`config.mk`:
```
export PLATFORM = sky130hd
export DESIGN_NAME = full_adder_n_bit
export DESIGN_NICKNAME = d
export VERILOG_FILES = /design/src/rtl/full_adder_n_bit.sv
export SDC_FILE = /design/constraint.sdc
export NUM_CORES = 1
export LEC_CHECK = 0
export CAP_MARGIN = 20
export CORE_MARGIN = 4
export CORE_UTILIZATION = 36
export CTS_CLUSTER_SIZE = 10
export DETAILED_ROUTE_END_ITERATION = 10
export GPL_TIMING_DRIVEN = 0
export PLACE_DENSITY = 0.78
export SLEW_MARGIN = 15
export SYNTH_ARGS = -nofsm -noshare
export SYNTH_HDL_FRONTEND = slang
export SYNTH_SLANG_ARGS = --single-unit
```
`constraint.sdc`:
```
create_clock -name clk -period 8.6 [get_ports clk]
set_input_delay 2.58 -clock clk [delete_from_list [all_inputs] [get_ports clk]]
set_output_delay 2.58 -clock clk [all_outputs]
set_load 0.05 [all_outputs]
```
`src/rtl/full_adder_n_bit.sv`:
```
// full_adder_n_bit: N-bit adder (a + b + cin) with carry-out, signed overflow and a registered status stage.
// Ports: clk, reset_n (async active-low); a, b, cin, in_valid in;
//        y, cout, ovf combinational; y_q, cout_q, ovf_q, zero_q, out_valid registered.
// Define FULLADDER_CLA_EN for 4-bit carry-lookahead groups; otherwise the chain is pure ripple-carry.
module full_adder_n_bit #(
  parameter int N = 8
) (
  input  logic         clk,
  input  logic         reset_n,
  input  logic [N-1:0] a,
  input  logic [N-1:0] b,
  input  logic         cin,
  input  logic         in_valid,
  output logic [N-1:0] y,
  output logic         cout,
  output logic         ovf,
  output logic [N-1:0] y_q,
  output logic         cout_q,
  output logic         ovf_q,
  output logic         zero_q,
  output logic         out_valid
);
  logic [N-1:0] g, p;
  logic [N:0]   c;
`ifdef FULLADDER_CLA_EN
  logic gg, pp, cg;
`endif
  assign g = a & b;
  assign p = a ^ b;
  always_comb begin
    c = '0;
    c[0] = cin;
`ifdef FULLADDER_CLA_EN
    gg = 1'b0;
    pp = 1'b1;
    cg = cin;
    for (int i = 0; i < N; i++) begin
      // gg/pp are the group generate/propagate prefixes from the group's first bit,
      // so each carry is resolved from the group carry-in; the last group may be partial.
      if (i % 4 == 0) begin
        gg = 1'b0;
        pp = 1'b1;
        cg = c[i];
      end
      gg = g[i] | (p[i] & gg);
      pp = pp & p[i];
      c[i+1] = gg | (pp & cg);
    end
`else
    for (int i = 0; i < N; i++) c[i+1] = g[i] | (c[i] & p[i]);
`endif
  end
  assign y    = p ^ c[N-1:0];
  assign cout = c[N];
  assign ovf  = (a[N-1] == b[N-1]) && (y[N-1] != a[N-1]);
  always_ff @(posedge clk or negedge reset_n) begin
    if (!reset_n) begin
      y_q       <= '0;
      cout_q    <= 1'b0;
      ovf_q     <= 1'b0;
      zero_q    <= 1'b0;
      out_valid <= 1'b0;
    end else begin
      out_valid <= in_valid;
      if (in_valid) begin
        y_q    <= y;
        cout_q <= cout;
        ovf_q  <= ovf;
        zero_q <= (y == '0);
      end
    end
  end
endmodule

```
Word-level counts from Yosys, hierarchy flattened

Index checks and enable logic that the tools add are counted.

Word-level logic and storage cells: 28
Output and inout port bits: 22
Register bits: 12
Input port bits: 20

Equal/unequal tests: 2
Reductions and logical operators: 2
Bitwise gates (word level): 19

Operator list:

| cell              | count |
|---|---|
| 8-bit XOR         | 2 |
| 1-bit bitwise AND | 8 |
| 8-bit bitwise AND | 1 |
| 8-bit zero test   | 1 |
| 1-bit bitwise OR  | 8 |
| 1-bit == test     | 1 |
| 1-bit logical AND | 1 |
| 1-bit != test     | 1 |

Depth between registers and ports, before layout

Word-level depth: 18
Mapped depth: 15
Gate-level depth less buffers: 15

Least setup slack after synthesis

No wires, ideal clock.

Path type: input to output
From: in a[0]
To: out ovf
Stages on the path: 15
Required time: 6020 ps
Buffers on the path: 0
Arrival time: 6274 ps
Path slack: -254 ps
Path through: inv_1 -> fa_1 -> inv_1 -> fa_1 -> fa_1 -> fa_1 -> inv_1 -> fa_1 -> inv_1 -> fa_1 -> fa_1 -> inv_1 -> fa_1 -> xor2_1 -> nor2_1

Word-level cells in the longest chain between the ends: 18
Elaborated cells on any way between the ends: 19
Classes of those cells: eq/ne (1); bitwise (17); reduce/logical (1)

RTL lines:

| what                  | RTL line | RTL |
|---|---|---|
| from (decl)           | 10       | `input logic [N-1:0] a,` |
| 8-bit XOR             | 29       | `assign p = a ^ b;` |
| 1-bit bitwise AND     | 50       | `for (int i = 0; i < N; i++) c[i+1] = g[i] \| (c[i] & p[i]);` |
| 1-bit bitwise OR (*)  | 50       |  |
| 1-bit bitwise AND (*) | 50       |  |
| 1-bit bitwise OR (*)  | 50       |  |
| 1-bit bitwise AND (*) | 50       |  |
| 1-bit bitwise OR (*)  | 50       |  |
| 1-bit bitwise AND (*) | 50       |  |
| [... 2 more ...]      | n/a      |  |
| 1-bit bitwise OR (*)  | 50       |  |
| 1-bit bitwise AND (*) | 50       |  |
| 1-bit bitwise OR (*)  | 50       |  |
| 1-bit bitwise AND (*) | 50       |  |
| 1-bit bitwise OR (*)  | 50       |  |
| 8-bit XOR (*)         | 53       | `assign y = p ^ c[N-1:0];` |
| 1-bit != test (*)     | 55       | `assign ovf = (a[N-1] == b[N-1]) && (y[N-1] != a[N-1]);` |
| 1-bit logical AND (*) | 55       |  |
| to (decl)             | 16       | `output logic ovf,` |

Every way passes the cells marked *; elsewhere a longest branch is shown, timed or not.

Worst setup path in the final report

From: in cin
To: out ovf

Word-level cells in the longest chain between the ends: 17

RTL lines:

| what              | RTL line | RTL |
|---|---|---|
| from (decl)       | 12       | `input logic cin,` |
| 1-bit bitwise AND | 50       |  |
| 1-bit bitwise OR  | 50       |  |
| 1-bit bitwise AND | 50       |  |
| 1-bit bitwise OR  | 50       |  |
| 1-bit bitwise AND | 50       |  |
| 1-bit bitwise OR  | 50       |  |
| 1-bit bitwise AND | 50       |  |
| 1-bit bitwise OR  | 50       |  |
| 1-bit bitwise AND | 50       |  |
| 1-bit bitwise OR  | 50       |  |
| 1-bit bitwise AND | 50       |  |
| 1-bit bitwise OR  | 50       |  |
| 1-bit bitwise AND | 50       |  |
| 1-bit bitwise OR  | 50       |  |
| 8-bit XOR         | 53       |  |
| 1-bit != test     | 55       |  |
| 1-bit logical AND | 55       |  |

No other way between the ends.

==> run_results.csv <==
group,metric,value,unit
timing,fin_crit_sh,98.70,%
synthesis,synth_area_leaders,"dfrtp_1 43%, fa_1 23%, mux2_2 13%",
cells_and_area,nFillCells,143,
global_route,grt_start_max_net_pins,13,
cts,clk_pin_slew,0.07,ns
cells_and_area,layout_common_cells,"32 x clkdlybuf4s50_1, 12 x dfrtp_1, 8 x inv_1, 8 x mux2_2, 8 x fa_2",
cts,cts-root-buf,"clkbuf_4",
cells_and_area,register_area,300.3,µm²
synthesis,yosys.area.top_type,"dfrtp_1",
placed_design,pre_cts_ws,-1.118,ns
cells_and_area,final_cell_area,1232,µm²
cells_and_area,final_layout_size_suffix_gt1_share,39.22,%
detailed_routing,drtIter0Drc,5,
timing,fin_worst_skew,0,ns
setup_path,end_kind,"output pin",
detailed_routing,detail-route-antenna-nets,0,
setup_path,cp_top_family,"adder cells",
pwr,clockPowerShare,12.6,%
cts,cts_max_path_buffers,2,
detailed_routing,wl_met3,163,µm
placed_design,routabilityCongestion,0.7309,
floorplanning,die_area,2729,µm²
global_route,grt_overflow_total,0,
cts,cts_hold_buffers,0,
detailed_routing,highest_layer,"met4",
synthesis,synthDominantCellAreaShare,42.63,%
global_route,track_usage,14.17,%
timing,slew_violations,0,
setup_path,critical_path_buf_inv_count,7,
detailed_routing,firstDrtPassIters,6,
worst_hold_path,hold_class,"register to register",
pwr,netSwitchingFraction,46.11,%
setup_path,crit_top_cell,"fa_2",
cells_and_area,layout_commonest_cell,"clkdlybuf4s50_1",
global_route,antenna_found_initial,0,
setup_path,critPathSlowestCell,"fa_2",
pwr,ir_drop,123.7,µV
timing,hold_viol_final,0,
placed_design,dpl-instance-area,1154,µm²
setup_path,worstSetupPathType,"primary input to output pin",
synthesis,yosysWarnings,0,
setup_path,path_cells,"buf_2, inv_2, fa_2, inv_2, fa_2, fa_2, fa_2, inv_2, fa_2, inv_2, fa_2, fa_2, inv_2, fa_2, xor2_4, nor2_4, buf_8",
floorplanning,die_y,52.24,µm
timing,maxSlewHeadroom,64.10,%
floorplanning,start_util,39.51,%
pwr,p_per_area,218.2,nW/µm²
synthesis,syn_avg_cell_area,12.81,µm²
pwr,p_int,145.0,µW
pwr,combPwrFrac,60.5,%
cts,cts_tree,"built",
cells_and_area,syn_to_final_growth,74.96,%
detailed_routing,post-route-drc-count,0,
setup_path,required,6.02,ns
synthesis,syn_area,704.4,µm²
floorplanning,die_width,52.24,µm
detailed_routing,vias,568,
timing,tightest_slew,0.5369,ns
synthesis,syn-instance-count,55,
setup_path,cp.arrival,5.91,ns
global_route,first_global_vias,634,
cells_and_area,antenna_cells,0,
detailed_routing,m1WireLength,596,µm
timing,period_minus_slack,8.488,ns
timing,setup-tns-final,0,ns
global_route,grt_pass1_wl,2780,µm
synthesis,syn_nets,84,
run_status,status,"finished, final reports clean",
cts,cts.sink_count,12,
setup_path,cpPeakStageDelay,0.49,ns
pwr,power_switching,124.0,µW
timing,layout_setup_ws,0.1120,ns
pwr,p_seq_share,26.9,%
timing,fmax,117.8,MHz
timing,worst_hold_slack,0.4963,ns
setup_path,startpoint_type,"primary input",
cts,numCtsBuffers,3,
detailed_routing,vias_per_cell,4.472,
detailed_routing,drt-total-wl,1696,µm
cts,htreeDepth,1,
cts,clkLatencyLatePin,0.26,ns
timing,setup_viol,0,
run,cap_violations,0,
detailed_routing,wl_met2,918,µm
cells_and_area,nets,133,
synthesis,ys_ff_latch,12,
pwr,power_leakage,0.0005467,µW
cells_and_area,layout.cells.non_filler,127,
setup_path,critPathMaxFanout,3,
detailed_routing,post_drt_wl_per_cell,13.35,µm
placed_design,place_inst,121,
synthesis,yosysSeqAreaShare,42.63,%
cells_and_area,multi_input_area,385.4,µm²
floorplanning,core,1783,µm²
floorplanning,row_count,15,
floorplanning,io_pins,42,
synthesis,synth_cell_type_count,15,
placed_design,port_buffers,41,
placed_design,dpl.hpwl,1425,µm
-- cells by family (layout without fill, tap and decap cells) --
kind of cell,count (synthesis),after routing,synth area share (%)
buffers and inverters,17,64,9.234
DFF,12,12,42.63
muxes,9,9,14.39
and+or+nand+nor,5,5,4.617
xor gates and xnor gates,1,1,1.244
AOI/OAI and AO/OA,2,2,3.376
adders and majority gates,9,9,24.51
-- power by group through the flow --
stage	combinational, µW	sequential (µW)	clock [µW]
global route	172	74.0	37.8
global placement	154	73.2	0
finish	163	72.3	33.9
CTS	161	72.5	34.4
detailed placement	155	73.7	0
floorplan	62.5	112	0
-- metal layers --
metal / GRT usage [%] / up-vias
li1: - / 263
met1: 15.96 / 274
met2: 25.94 / 29
met3: 3.134 / 2
met4: 5.106 / 0
met5: 0 / -
-- state kept, by name (all words and copies together), names as in the netlist --
register   cells
out_valid      1
zero_q         1
ovf_q          1
y_q            8
cout_q         1
-- metrics by stage --
step	total power (µW)	utilization, %
after floorplan	174.4	-
after global placement	227.4	64.70
after detailed placement	229.0	64.70
after CTS	267.7	67.86
after global routing	283.3	69.12
final	269.0	69.12
-- cells in the mapped netlist --
cell	number
buf_2	1
dfrtp_1	12
fa_1	8
ha_1	1
inv_1	15
inv_2	1
mux2_1	1
mux2_2	8
nand2b_1	2
nand3_1	1
nor2_1	1
o31ai_1	1
o41ai_2	1
or4_4	1
xor2_1	1
-- timing repair --
action | in CTS | in global routing
gates resized for setup | 45 | 2
buffers inserted | 2 | 1
pin swaps | 10 | 9
endpoints found under the setup margin | 5 | 2
-- layout make-up --
cell class                 instances  area share (%)
multi-input combinational         26           31.27
buffer                             1          0.4061
clock buffer                       3           1.827
sequential                        12           24.37
timing repair buffer              44           34.52
tap                               25           2.538
inverter                          16           5.076
-- path summary, 6_finish.rpt --
check | cells after the start | from | slack [ns] | end
hold / removal | 1 | y_q[4] | 0.50 | y_q[4]
max in group asynchronous | 1 | reset_n | 5.58 | y_q[2]
min in group asynchronous | 1 | reset_n | 2.66 | ovf_q
hold reg to reg | 1 | y_q[4] | 0.50 | y_q[4]
setup / recovery | 17 | cin | 0.11 | ovf
setup reg to reg | 1 | y_q[4] | 7.83 | y_q[4]
(Power assumes the default switching activity.)
